[src/rtl/prio_sel_pipe_pkg.sv]
// Shared types and sizing helpers for the priority select pipe.
package prio_sel_pkg;

  typedef enum logic {
    SEL_FIXED = 1'b0,
    SEL_RR    = 1'b1
  } sel_mode_e;

  localparam int STATS_W = 16;

  // Channel index width: max(1, clog2(n)).
  function automatic int chan_idx_w(input int n);
    return (n <= 2) ? 1 : $clog2(n);
  endfunction

endpackage

[src/rtl/prio_sel_pipe_if.sv]
// Request/select/output bundle between N producers and one consumer.
interface prio_sel_pipe_if #(
  parameter int N = 4,
  parameter int W = 8
);
  import prio_sel_pkg::*;

  localparam int CW = chan_idx_w(N);

  logic [N*W-1:0] in_data;
  logic [N-1:0]   in_req;
  logic [N-1:0]   in_ack;
  logic [W-1:0]   dflt_data;
  logic [W-1:0]   comb_data;
  logic [CW-1:0]  comb_chan;
  logic [W-1:0]   out_data;
  logic [CW-1:0]  out_chan;
  logic           out_valid;
  logic           out_ready;

  modport master (
    output in_data, in_req, dflt_data, out_ready,
    input  in_ack, comb_data, comb_chan, out_data, out_chan, out_valid
  );

  modport slave (
    input  in_data, in_req, dflt_data, out_ready,
    output in_ack, comb_data, comb_chan, out_data, out_chan, out_valid
  );

endinterface

[src/rtl/prio_sel_pipe_arb.sv]
// Combinational winner select: fixed (highest index) or round-robin after rr_ptr.
module prio_sel_arb
  import prio_sel_pkg::*;
#(
  parameter int N       = 4,
  parameter int RR_MODE = 0
) (
  input  logic [N-1:0]               req,
  input  logic [chan_idx_w(N)-1:0]   rr_ptr,
  output logic [chan_idx_w(N)-1:0]   win,
  output logic                       any
);
  localparam int        CW   = chan_idx_w(N);
  localparam sel_mode_e MODE = (RR_MODE != 0) ? SEL_RR : SEL_FIXED;

  always_comb begin
    win = '0;
    any = |req;
    if (MODE == SEL_FIXED) begin
      for (int i = 0; i < N; i++) begin
        if (req[i]) win = CW'(i);
      end
    end else begin
      // Walk search offsets far-to-near so the nearest requester after rr_ptr is assigned last.
      for (int k = N; k >= 1; k--) begin
        for (int i = 0; i < N; i++) begin
          if (req[i] && (((int'(rr_ptr) + k) % N) == i)) win = CW'(i);
        end
      end
    end
  end

endmodule

[src/rtl/prio_sel_pipe.sv]
// N-way priority/round-robin select into a one-deep valid/ready output stage, 1-cycle latency.
// Optional PRIO_SEL_PIPE_STATS_EN adds a saturating transfer counter and a sticky stall flag.
module prio_sel_pipe
  import prio_sel_pkg::*;
#(
  parameter int N       = 4,
  parameter int W       = 8,
  parameter int RR_MODE = 0
) (
  input  logic           clock,
  input  logic           reset,
  prio_sel_pipe_if.slave bus
`ifdef PRIO_SEL_PIPE_STATS_EN
  ,
  output logic [STATS_W-1:0] xfer_cnt,
  output logic               stall_seen
`endif
);
  localparam int CW = chan_idx_w(N);

  logic [CW-1:0] rr_ptr_q, rr_ptr_d;
  logic [W-1:0]  out_data_q, out_data_d;
  logic [CW-1:0] out_chan_q, out_chan_d;
  logic          out_valid_q, out_valid_d;
  logic [CW-1:0] win;
  logic          any;
  logic          load;
  logic [W-1:0]  sel_data;

  prio_sel_arb #(.N(N), .RR_MODE(RR_MODE)) u_arb (
    .req    (bus.in_req),
    .rr_ptr (rr_ptr_q),
    .win    (win),
    .any    (any)
  );

  always_comb begin
    sel_data = '0;
    for (int i = 0; i < N; i++) begin
      if (win == CW'(i)) sel_data = bus.in_data[i*W +: W];
    end
  end

  // Loading while draining is allowed, so the stage only blocks on valid && !ready.
  assign load          = any && (!out_valid_q || bus.out_ready);
  assign bus.in_ack    = load ? (N'(1) << win) : '0;
  assign bus.comb_data = any ? sel_data : bus.dflt_data;
  assign bus.comb_chan = any ? win : '0;
  assign bus.out_data  = out_data_q;
  assign bus.out_chan  = out_chan_q;
  assign bus.out_valid = out_valid_q;

  always_comb begin
    rr_ptr_d    = rr_ptr_q;
    out_data_d  = out_data_q;
    out_chan_d  = out_chan_q;
    out_valid_d = out_valid_q;
    if (load) begin
      rr_ptr_d    = win;
      out_data_d  = sel_data;
      out_chan_d  = win;
      out_valid_d = 1'b1;
    end else if (out_valid_q && bus.out_ready) begin
      out_valid_d = 1'b0;
    end
  end

  always_ff @(posedge clock) begin
    if (reset) begin
      rr_ptr_q    <= CW'(N - 1);
      out_data_q  <= '0;
      out_chan_q  <= '0;
      out_valid_q <= 1'b0;
    end else begin
      rr_ptr_q    <= rr_ptr_d;
      out_data_q  <= out_data_d;
      out_chan_q  <= out_chan_d;
      out_valid_q <= out_valid_d;
    end
  end

`ifdef PRIO_SEL_PIPE_STATS_EN
  logic [STATS_W-1:0] xfer_cnt_q, xfer_cnt_d;
  logic               stall_seen_q, stall_seen_d;

  always_comb begin
    xfer_cnt_d   = xfer_cnt_q;
    stall_seen_d = stall_seen_q | (out_valid_q && !bus.out_ready);
    if (out_valid_q && bus.out_ready && (xfer_cnt_q != '1)) xfer_cnt_d = xfer_cnt_q + 1'b1;
  end

  always_ff @(posedge clock) begin
    if (reset) begin
      xfer_cnt_q   <= '0;
      stall_seen_q <= 1'b0;
    end else begin
      xfer_cnt_q   <= xfer_cnt_d;
      stall_seen_q <= stall_seen_d;
    end
  end

  assign xfer_cnt   = xfer_cnt_q;
  assign stall_seen = stall_seen_q;
`endif

endmodule

[src/flat_wrapper.sv]
// flat-port wrapper written by rule: the top's interface ports become plain ports
module prio_sel_pipe_flat import prio_sel_pkg::*;
#(
  parameter int N       = 4,
  parameter int W       = 8,
  parameter int RR_MODE = 0
)
  (clock, reset, bus_in_data, bus_in_req, bus_dflt_data, bus_out_ready, bus_in_ack, bus_comb_data, bus_comb_chan, bus_out_data, bus_out_chan, bus_out_valid);
  prio_sel_pipe_if #(.N(N), .W(W)) bus_i ();
  input  logic clock;
  input  logic reset;
  input wire logic [$bits(bus_i.in_data)-1:0] bus_in_data;
  input wire logic [$bits(bus_i.in_req)-1:0] bus_in_req;
  input wire logic [$bits(bus_i.dflt_data)-1:0] bus_dflt_data;
  input wire logic [$bits(bus_i.out_ready)-1:0] bus_out_ready;
  output wire logic [$bits(bus_i.in_ack)-1:0] bus_in_ack;
  output wire logic [$bits(bus_i.comb_data)-1:0] bus_comb_data;
  output wire logic [$bits(bus_i.comb_chan)-1:0] bus_comb_chan;
  output wire logic [$bits(bus_i.out_data)-1:0] bus_out_data;
  output wire logic [$bits(bus_i.out_chan)-1:0] bus_out_chan;
  output wire logic [$bits(bus_i.out_valid)-1:0] bus_out_valid;
  assign bus_i.in_data = bus_in_data;
  assign bus_i.in_req = bus_in_req;
  assign bus_i.dflt_data = bus_dflt_data;
  assign bus_i.out_ready = bus_out_ready;
  assign bus_in_ack = bus_i.in_ack;
  assign bus_comb_data = bus_i.comb_data;
  assign bus_comb_chan = bus_i.comb_chan;
  assign bus_out_data = bus_i.out_data;
  assign bus_out_chan = bus_i.out_chan;
  assign bus_out_valid = bus_i.out_valid;
  prio_sel_pipe #(.N(N), .W(W), .RR_MODE(RR_MODE)) u_core (.clock(clock), .reset(reset), .bus(bus_i));
endmodule
[config.mk]
export PLATFORM = sky130hd
export DESIGN_NAME = prio_sel_pipe_flat
export DESIGN_NICKNAME = d
export VERILOG_FILES = /design/src/rtl/prio_sel_pipe_pkg.sv /design/src/rtl/prio_sel_pipe_if.sv /design/src/rtl/prio_sel_pipe_arb.sv /design/src/rtl/prio_sel_pipe.sv /design/src/flat_wrapper.sv
export SDC_FILE = /design/constraint.sdc
export NUM_CORES = 1
export LEC_CHECK = 0
export CAP_MARGIN = 10
export CORE_UTILIZATION = 31
export DETAILED_ROUTE_END_ITERATION = 10
export PLACE_DENSITY = 0.81
export SYNTH_ARGS = -nofsm -noshare
export SYNTH_HDL_FRONTEND = slang
export SYNTH_SLANG_ARGS = --single-unit
[constraint.sdc]
create_clock -name clock -period 1.8 [get_ports clock]
set_clock_uncertainty 0.15 [all_clocks]
set_input_delay 0.36 -clock clock [delete_from_list [all_inputs] [get_ports clock]]
set_output_delay 0.36 -clock clock [all_outputs]
set_load 0.05 [all_outputs]
* Word level (Yosys, flattened, before mapping)
Cells that the tools add are included.
Word-level totals: logic and storage cells 26, input port bits 47, register bits after elaboration 11
Operators by class: muxes and demuxes 12, reductions and logical operators 7, equal/unequal tests 3, shifts and indexed selects 1
Operators by type and width (count):
- 8-bit 2-to-1 mux | 5
- 2-bit 2-to-1 mux | 3
- 2-bit equality test, second input constant | 2
- 4-bit 2-to-1 mux | 1
- 4-bit OR reduction | 1
- 1-bit by 2-bit << shifter with 4-bit output, first input constant | 1
- 1-bit 2-to-1 mux | 3
- 2-bit by 1-bit equality test with 1-bit output, second input constant | 1
- 1-bit logical AND | 2
- 2-bit logical NOT | 1
- 2-bit nonzero test | 1
- 1-bit logical NOT | 1
- 1-bit logical OR | 1

* Logic depth before layout (Yosys ltp)
Gate-level depths: netlist of the first run.
word-level depth 9, depth in mapped cells 4

* Cells and area by module
A second synthesis of the first run with hierarchy kept.
Unflattened totals: cells, all modules 87, area total of the unflattened synthesis 855.8 sq um
Modules (own cells, without submodules):
- prio_sel_pipe | sequential area each 260.2 sq um, instances 1, cells an instance 83, area each 832.0 sq um
- prio_sel_arb | sequential area each 0.0 sq um, instances 1, cells an instance 4, area each 23.8 sq um

* Worst setup path after synthesis of the first run
No wires, ideal clock.
path kind register to output, start register u_core.out_valid_q, in the netlist u_core.bus.out_valid, end output bus_in_ack[0], data required time 1.290 ns, slack -0.952 ns, stages on the path, launching flop included 3, arrival 2.242 ns, buffers on the path 0, cell sequence dfxtp_1 -> nor2b_1 -> nor4_1
Between the ends: word-level cells in the longest chain between the ends 4
Ends and longest elaborated chain:
- from (decl) | RTL line prio_sel_pipe.sv:24 | logic out_valid_q, out_valid_d;
- from (signal assigned) | RTL line prio_sel_pipe.sv:78 | out_valid_q <= out_valid_d;
- 1-bit logical NOT | RTL line prio_sel_pipe.sv:45 | assign load = any && (!out_valid_q || bus.out_ready);
- 1-bit logical OR | RTL line prio_sel_pipe.sv:45
- 1-bit logical AND | RTL line prio_sel_pipe.sv:45
- 4-bit 2-to-1 mux | RTL line prio_sel_pipe.sv:46 | assign bus.in_ack = load ? (N'(1) << win) : '0;
- to (decl) | RTL line flat_wrapper.sv:16 | output wire logic [$bits(bus_i.in_ack)-1:0] bus_in_ack;
No other way between the ends.

* Worst setup path in the final report of the first run
start input bus_in_req[1], end output bus_comb_data[6]
Between the ends: word-level cells in the longest chain between the ends 9, elaborated cells on any way between the ends 13, those cells by class 3 x eq/ne; 8 x mux; 2 x reduce/logical
Ends and longest elaborated chain:
- from (decl) | RTL line flat_wrapper.sv:13 | input wire logic [$bits(bus_i.in_req)-1:0] bus_in_req;
- 1-bit 2-to-1 mux | RTL line prio_sel_pipe_arb.sv:21 | if (req[i]) win = CW'(i);
- 2-bit 2-to-1 mux (2 in series) | RTL line prio_sel_pipe_arb.sv:21
- 2-bit logical NOT | RTL line prio_sel_pipe.sv:40 | if (win == CW'(i)) sel_data = bus.in_data[i*W +: W];
- 8-bit 2-to-1 mux (4 in series) | RTL line prio_sel_pipe.sv:40
- 8-bit 2-to-1 mux * | RTL line prio_sel_pipe.sv:47 | assign bus.comb_data = any ? sel_data : bus.dflt_data;
- to (decl) | RTL line flat_wrapper.sv:17 | output wire logic [$bits(bus_i.comb_data)-1:0] bus_comb_data;
Every way passes the cells marked *; elsewhere a longest branch is shown, timed or not.

==> results of run 1 <==
-- metal layers --
metal | track usage [%] | part of all wire [%] | up-vias
met2 | 59.1 | 49 | 83
met5 | 0 | 0 | -
li1 | - | - | 594
met1 | 37.5 | 39 | 654
met3 | 10.1 | 7.7 | 17
met4 | 15.4 | 3.9 | 0
-- final timing paths --
kind | from | endpoint | slack, ns | cells after the start
min reg2reg | u_core.bus.out_data[6] | u_core.bus.out_data[6] | 0.33 | 2
max | bus_in_req[1] | bus_comb_data[6] | -0.30 | 9
max reg2reg | u_core.bus.out_valid | u_core.bus.out_data[0] | 0.30 | 3
min | u_core.bus.out_data[6] | u_core.bus.out_data[6] | 0.33 | 2
-- timing repair --
action,CTS,global route
pin swaps,25,13
setup buffers,16,4
gates resized for setup,79,9
cloned,5,0
setup endpoints to repair,24,19
-- worst register-to-register path, delay by kind of cell, from the launching register on --
family	cells	cell delay, ns
flip-flops	1	0.35
AND/OR/NAND/NOR	2	0.65
AO/OA/AOI/OAI	1	0.26
-- metrics by stage --
stage / power (mW) / utilization [%] / setup TNS, ns / hold slack [ns] / setup slack [ns]
6_report: 1.20 / 90.8 / -2.26 / 0.334 / -0.298
5_1_grt: 1.24 / 90.8 / -3.01 / 0.357 / -0.354
4_1_cts: 1.16 / 91.1 / -1.99 / 0.323 / -0.228
3_5_place_dp: 0.943 / 78.1 / -11.05 / 0.311 / -0.647
2_1_floorplan: 0.605 / - / -0.0589 / 0.272 / -0.0130
3_3_place_gp: 0.930 / 78.1 / -9.25 / 0.308 / -0.554
-- where the power goes --
part	leakage, nW	internal (mW)	switching (mW)	total (mW)
Sequential	0.0918	0.266	0.0145	0.281
Clock	0.0150	0.0862	0.0924	0.179
Combinational	0.983	0.355	0.387	0.743
Total	1.09	0.708	0.494	1.20
-- final cells by class --
class                   count  area share (%)
clock buffers               4            1.18
flip-flops and latches     11            9.94
multi-input cells          74            32.3
inverters                  11            1.85
well taps                  30            1.68
repair buffers            112            53.1
-- state kept, by name, summed over array words and instances (netlist names) --
| register | flops |
|---|---|
| u_core.bus.out_data | 8 |
| u_core.bus.out_chan | 2 |
| u_core.bus.out_valid | 1 |
-- layout by cell type (no fill, tap or decap), types with 2 or more instances in the layout --
master / instances
dfxtp_1: 10
nor3b_1: 6
inv_1: 9
nor2_4: 2
nand2_1: 8
nor3b_2: 2
a21oi_1: 2
mux2i_1: 8
a221o_1: 8
clkdlybuf4s50_1: 10
nand2_4: 8
o22ai_1: 8
buf_12: 17
o21ai_4: 8
clkbuf_4: 3
buf_8: 2
nor4_4: 2
dlygate4sd2_1: 31
buf_4: 43
buf_6: 6
-- cell families after synthesis --
family / synth area share (%)
AND/OR/NAND/NOR: 24.4
AO/OA/AOI/OAI: 27.1
buffers and inverters: 11.0
flip-flops: 27.5
multiplexers: 10.0
==> impl_metrics.toml, run 1 <==
[status]
outcome = "complete, but fails checks"
violations = "setup timing"

[floorplanning]
num_rows = 18
ios = 72
die_area_mm2 = 0.00279
core-area_mm2 = 0.00245
initial_core_util_pct = 32.6
die_y_um = 52.8
die_width_um = 52.8

[logic_synthesis]
synth_top_area_share_pct = 27.5
synth_edf_count = 0
async_reset_ff_share_pct = 0
seq_area_frac_synth_pct = 27.5
synth_area_leaders = "dfxtp_1 (28%), a221o_1 (10%), mux2i_1 (10%)"
syn-mean-instance-area_um2 = 7.76
synth_area_um2 = 800
synth_nets = 150
synthCells = 103
yosysUniqueCellTypes = 28
ys_seq_elements = 11
yosys.area.top_type = "dfxtp_1"
netlist_top_cells_count = "nand2_1 (16), dfxtp_1 (11), inv_1 (10)"
synth_ff_type = "dfxtp_1"
post-synth-top-count-cell = "nand2_1"
yosys_warnings = 0

[setup_path]
crit_fanout = 5
crit_required_ns = 1.29
start_kind = "primary input"
critPathCaptureType = "primary output"
path_cells = "buf_6 > buf_6 > nor4_4 > buf_4 > buf_12 > buf_12 > nand2_4 > o21ai_4 > buf_12"
cp.arrival_ns = 1.59
crit_family = "buffers and inverters"
worst_path_largest_cell_delay_ns = 0.29
cp.buffers_inverters = 6
crit_type = "primary input to primary output"
critPathSlowestCell = "nor4_4"
path_common_cell = "buf_12"

[global_route]
grt_max_degree = 11
track_usage_pct = 34.0
grt_pass1_wl_um = 6640
overflow = 0
antenna_found_initial = 0
grt_pass1_vias = 1415

[sta]
fin_crit_sh_pct = 117
fin_ws_ns = -0.298
tightest_slew_ns = 0.292
setup_violations = 11
drv_slew = 0
hold_violations = 0
fmax_mhz = 477
rsz0062_at_grt = "yes"
fin_crit_ns = 2.10
max_slew_margin_pct = 80.6

[job]
drv_cap = 0

[layout]
final_nets = 260
final_cells = 242
multi_input_area_um2 = 719
seq_area_um2 = 221
num_antenna_cells = 0
drive_above_1_share_pct = 48.1
area_delta_synth_final_pct = 179
fill_cells = 93
finalInstanceArea_mm2 = 0.00223

[routing]
wl_per_cell_um = 21.1
drtPass1Iterations = 4
drtAntennaViolNets = 0
viasPerCell = 5.57
drt_iter0_markers = 38
wl_um = 5110
drcViolationCount = 0
vias = 1348

[cts]
cts_inserted_buffers = 3
cts-root-buf = "clkbuf_4"
hold_buffers = 0
cts.clk_slew.worst_paths_ns = 0.07
tritoncts = "yes"
clk_path_buf_depth = 2
clk_latency_ns = 0.28
cts-htree-levels = 1
clock_sinks = 11

[pwr]
ir_worst_vdd_v = 0.000605
p_per_area_mw_per_mm2 = 539
leakagePower_nw = 1.09

[placement]
port_buffers = 71
dp.cells = 218
gp_congestion = 0.797
dp_hpwl_um = 2740
place_area_mm2 = 0.00192

[min_path]
hold_class = "register to register"
Power figures use the tool's default switching activity.
==> run 2, diff against run 1 <==
--- a/config.mk
+++ b/config.mk
@@ -9,6 +9,7 @@
 export CORE_UTILIZATION = 31
 export DETAILED_ROUTE_END_ITERATION = 10
 export PLACE_DENSITY = 0.81
+export SETUP_SLACK_MARGIN = 0.2
 export SYNTH_ARGS = -nofsm -noshare
 export SYNTH_HDL_FRONTEND = slang
 export SYNTH_SLANG_ARGS = --single-unit
==> impl_metrics.toml, run 2 (synthesis results as in run 1) <==
[status]
outcome = "complete, but fails checks"
violations = "setup timing"

[global_route]
antenna_found_initial = 0
grt_pass1_wl_um = 7200
overflow = 0
track_usage_pct = 36.7
grt_max_degree = 10
grt_pass1_vias = 1414

[pwr]
leakagePower_nw = 1.10
finalPower_mw = 1.25
seqPwrFrac_pct = 22.7
p_int_mw = 0.727
ir_worst_vdd_v = 0.000563
pwr-share-clk_pct = 14.0
combinationalPowerShare_pct = 63.3
p_per_area_mw_per_mm2 = 532
power_switching_mw = 0.521
switching_share_pct = 41.7

[layout]
drive_above_1_share_pct = 52.3
num_antenna_cells = 0
fill_cells = 56
area_delta_synth_final_pct = 194
largest_reg_flops = 8
finalInstanceArea_mm2 = 0.00235
layout.cells.most_common = "buf_4"
final_nets = 264
final_cells = 246
mostFrequentLayoutCells = "buf_4 (36), dlygate4sd2_1 (31), buf_12 (19), buf_6 (14)"
post-route-util_pct = 95.6

[routing]
drcViolationCount = 0
viasPerCell = 6.18
drtAntennaViolNets = 0
wl_per_cell_um = 25.4
drt_iter0_markers = 68
drtPass1Iterations = 4
wl_um = 6240
vias = 1521

[sta]
tns_ns = -3.98
hold_violations = 0
holdWs_ns = 0.345
tightest_slew_ns = 0.400
fmax_mhz = 457
drv_slew = 0
setup_violations = 22
fin_ws_ns = -0.388
fin_crit_sh_pct = 122
rsz0062_at_grt = "yes"
max_slew_margin_pct = 73.3
fin_crit_ns = 2.19

[setup_path]
critPathSlowestCell = "nor4_4"
cp-startpoint = "bus_in_req[3]"
path_common_cell = "buf_12"
crit_family = "buffers and inverters"
crit_required_ns = 1.29
crit_type = "primary input to primary output"
cp.arrival_ns = 1.68
worst_path_largest_cell_delay_ns = 0.39
reg2reg_from = "u_core.bus.out_valid"
start_kind = "primary input"
crit_fanout = 5
critPathCaptureType = "primary output"
cp.buffers_inverters = 5
path_cells = "buf_6 > buf_12 > nor4_4 > buf_4 > buf_12 > nand2_2 > o21ai_4 > buf_12"

[cts]
cts_inserted_buffers = 3
cts-root-buf = "clkbuf_4"
clk_path_buf_depth = 2
clock_sinks = 11
clk_latency_ns = 0.27
cts-htree-levels = 1
tritoncts = "yes"
hold_buffers = 0
cts.clk_slew.worst_paths_ns = 0.07

[placement]
pre_cts_ws_ns = -0.580
dp_hpwl_um = 2350
dp.cells = 214
port_buffers = 71
place_area_mm2 = 0.00191
gp_congestion = 0.747

[floorplanning]
die_area_mm2 = 0.00279
core-area_mm2 = 0.00245
die_y_um = 52.8
ios = 72
die_width_um = 52.8
initial_core_util_pct = 32.6
num_rows = 18

[min_path]
holdCritStartpoint = "u_core.bus.out_data[0]"
hold_class = "register to register"

[job]
drv_cap = 0
==> run 2: worst min-delay path, stage by stage (launching register included) <==
cell and delay [ns]:
dfxtp_1 0.32, nand2_1 0.06, o22ai_1 0.07
==> run 2: layout make-up <==
class | instances | area (µm²) | share of cell area (%)
Clock buffer | 4 | 26.3 | 1.12
Sequential cell | 11 | 221 | 9.43
Tap cell | 30 | 37.5 | 1.60
Timing Repair Buffer | 116 | 1290 | 54.9
Multi-Input combinational cell | 74 | 733 | 31.2
Inverter | 11 | 41.3 | 1.76
==> run 2: what timing repair did <==
action	CTS	global route
resized for setup	82	10
endpoints found under the setup margin	25	25
cloned	5	0
setup buffers	19	4
hold endpoints to repair	0	0
pin swaps	22	7
==> run 2: path summary, 6_finish.rpt <==
check | endpoint | slack (ns) | depth (start not counted)
min | u_core.bus.out_data[0] | 0.35 | 2
max reg2reg | u_core.bus.out_data[7] | 0.33 | 3
max | bus_comb_data[4] | -0.39 | 8
min reg2reg | u_core.bus.out_data[0] | 0.35 | 2
==> run 2: per-layer routing <==
layer | track usage, % | part of all wire [%] | up-vias | routed length (µm)
li1 | - | - | 601 | -
met1 | 45.6 | 33 | 679 | 2090
met2 | 62.7 | 46 | 168 | 2890
met3 | 4.93 | 9.7 | 73 | 606
met4 | 14.5 | 10 | 0 | 653
met5 | 0 | 0 | - | 0
==> run 2: power by group through the flow <==
stage	Sequential (mW)	Clock [mW]	Combinational, mW
2_1_floorplan	0.361	0	0.251
3_3_place_gp	0.283	0	0.642
3_5_place_dp	0.284	0	0.651
4_1_cts	0.280	0.165	0.712
5_1_grt	0.284	0.183	0.808
6_report	0.284	0.174	0.790
==> run 3, diff against run 2 <==
--- a/config.mk
+++ b/config.mk
@@ -6,9 +6,10 @@
 export NUM_CORES = 1
 export LEC_CHECK = 0
 export CAP_MARGIN = 10
-export CORE_UTILIZATION = 31
+export CORE_MARGIN = 5
+export CORE_UTILIZATION = 33
 export DETAILED_ROUTE_END_ITERATION = 10
-export PLACE_DENSITY = 0.81
+export PLACE_DENSITY = 0.85
 export SETUP_SLACK_MARGIN = 0.2
 export SYNTH_ARGS = -nofsm -noshare
 export SYNTH_HDL_FRONTEND = slang
==> constraint.sdc (replaced) <==
create_clock -name clock -period 2.57 [get_ports clock]
set_clock_uncertainty 0.15 [all_clocks]
set_input_delay 0.514 -clock clock [delete_from_list [all_inputs] [get_ports clock]]
set_output_delay 0.514 -clock clock [all_outputs]
set_load 0.05 [all_outputs]
==> impl_metrics.toml, run 3 (synthesis results as in run 1) <==
[status]
outcome = "completed"

[placement]
port_buffers = 71
place_area_mm2 = 0.00181
gp_congestion = 0.849
dp_hpwl_um = 2950

[layout]
area_delta_synth_final_pct = 158
drive_above_1_share_pct = 37.1
seq_area_um2 = 220
final_nets = 250
layout.cells.most_common = "clkdlybuf4s50_1"
fill_cells = 89
finalInstanceArea_mm2 = 0.00206
largest_reg_flops = 8
num_antenna_cells = 0
mostFrequentLayoutCells = "clkdlybuf4s50_1 (27), dlygate4sd2_1 (26), buf_4 (26), buf_12 (15), dfxtp_1 (11)"
multi_input_area_um2 = 609

[floorplanning]
ios = 72
die_area_mm2 = 0.00351
initial_core_util_pct = 35.5
num_rows = 17
core-area_mm2 = 0.00225
die_width_um = 59.2
die_y_um = 59.2

[global_route]
grt_max_degree = 12
antenna_found_initial = 0
grt_pass1_vias = 1292
grt_pass1_wl_um = 6200
track_usage_pct = 23.8
overflow = 0

[routing]
viasPerCell = 5.83
drt_iter0_markers = 92
wl_per_cell_um = 23.5
drcViolationCount = 0
drtPass1Iterations = 5
vias = 1341
wl_um = 5400
drtAntennaViolNets = 0

[sta]
drv_slew = 0
setup_violations = 0
fin_crit_ns = 2.42
hold_violations = 0
max_slew_margin_pct = 55.5
tns_ns = 0
fmax_mhz = 413
tightest_slew_ns = 0.665
rsz0062_at_grt = "yes"
fin_crit_sh_pct = 94.1

[cts]
cts_inserted_buffers = 3
cts-htree-levels = 1
clk_latency_ns = 0.29
clock_sinks = 11
cts.clk_slew.worst_paths_ns = 0.08
cts-root-buf = "clkbuf_4"
clk_path_buf_depth = 2
tritoncts = "yes"
hold_buffers = 0

[pwr]
leakagePower_nw = 0.948
p_per_area_mw_per_mm2 = 398
ir_worst_vdd_v = 0.000494

[setup_path]
r2r_slack_ns = 0.81
critPathCaptureType = "primary output"
cp.arrival_ns = 1.75
start_kind = "primary input"
crit_fanout = 2
crit_type = "primary input to primary output"
crit_required_ns = 1.91

[min_path]
hold_class = "register to register"

[job]
drv_cap = 0
## run 3: changes by cell type in the layout (fill, tap and decap cells not counted), moves of 2 or more
cell / delta
buf_8: +2
buf_6: -11
clkdlybuf4s15_1: -2
nor3b_2: -3
dlygate4sd2_1: -5
nor3b_1: +3
clkdlybuf4s50_1: +17
buf_12: -4
o21ai_4: -5
buf_4: -10
buf_16: -3
o21ai_2: +4
## run 3: where the power goes
group          leakage, nW  internal (mW)  switching, mW
combinational        0.841          0.232          0.260
sequential          0.0917          0.186         0.0116
clock               0.0150         0.0607         0.0702
total                0.948          0.479          0.342
## run 3: path summary, 6_finish.rpt
kind                                             start  cells past startpoint                     end
worst max-delay path                   bus_in_data[23]                      5        bus_comb_data[7]
worst min-delay path            u_core.bus.out_data[6]                      2  u_core.bus.out_data[6]
worst max register to register    u_core.bus.out_valid                      4  u_core.bus.out_data[1]
worst min register to register  u_core.bus.out_data[6]                      2  u_core.bus.out_data[6]
## run 3: repair_timing
item                       CTS  global route
pin swaps                   17            13
resized for setup           43            21
setup endpoints to repair   11             8
gates cloned                 1             1
buffers inserted             6             9
## run 3: area by class of cell
class,count,area share [%]
clock buffer,4,1.27
inverter,11,2.00
multi-input combinational,73,29.5
sequential,11,10.7
tap,28,1.70
timing repair buffer,103,54.8
## run 3: critical path, stage by stage
cell             delay (ns)
clkdlybuf4s50_1        0.47
nor3b_1                0.06
a221o_1                0.36
o21ai_4                0.20
buf_12                 0.16
## run 3: per-layer routing
metal  share of wire [%]  vias up  track usage, %
li1                    -      572               -
met1                  33      626            25.7
met2                  53      112            43.4
met4                 6.5        0            16.2
met5                   0        -               0
met3                 7.4       31            1.74
## run 3: per-stage QoR
stage,hold WS (ns),cells,worst slack (ns),power (mW),utilization [%]
4_1_cts,0.331,220,0.181,0.762,84.1
3_3_place_gp,0.308,209,-0.0691,0.632,80.5
3_5_place_dp,0.319,209,-0.129,0.640,80.5
5_1_grt,0.402,230,0.137,0.842,91.6
6_report,0.377,230,0.152,0.821,91.6
2_1_floorplan,0.433,103,0.358,0.409,-
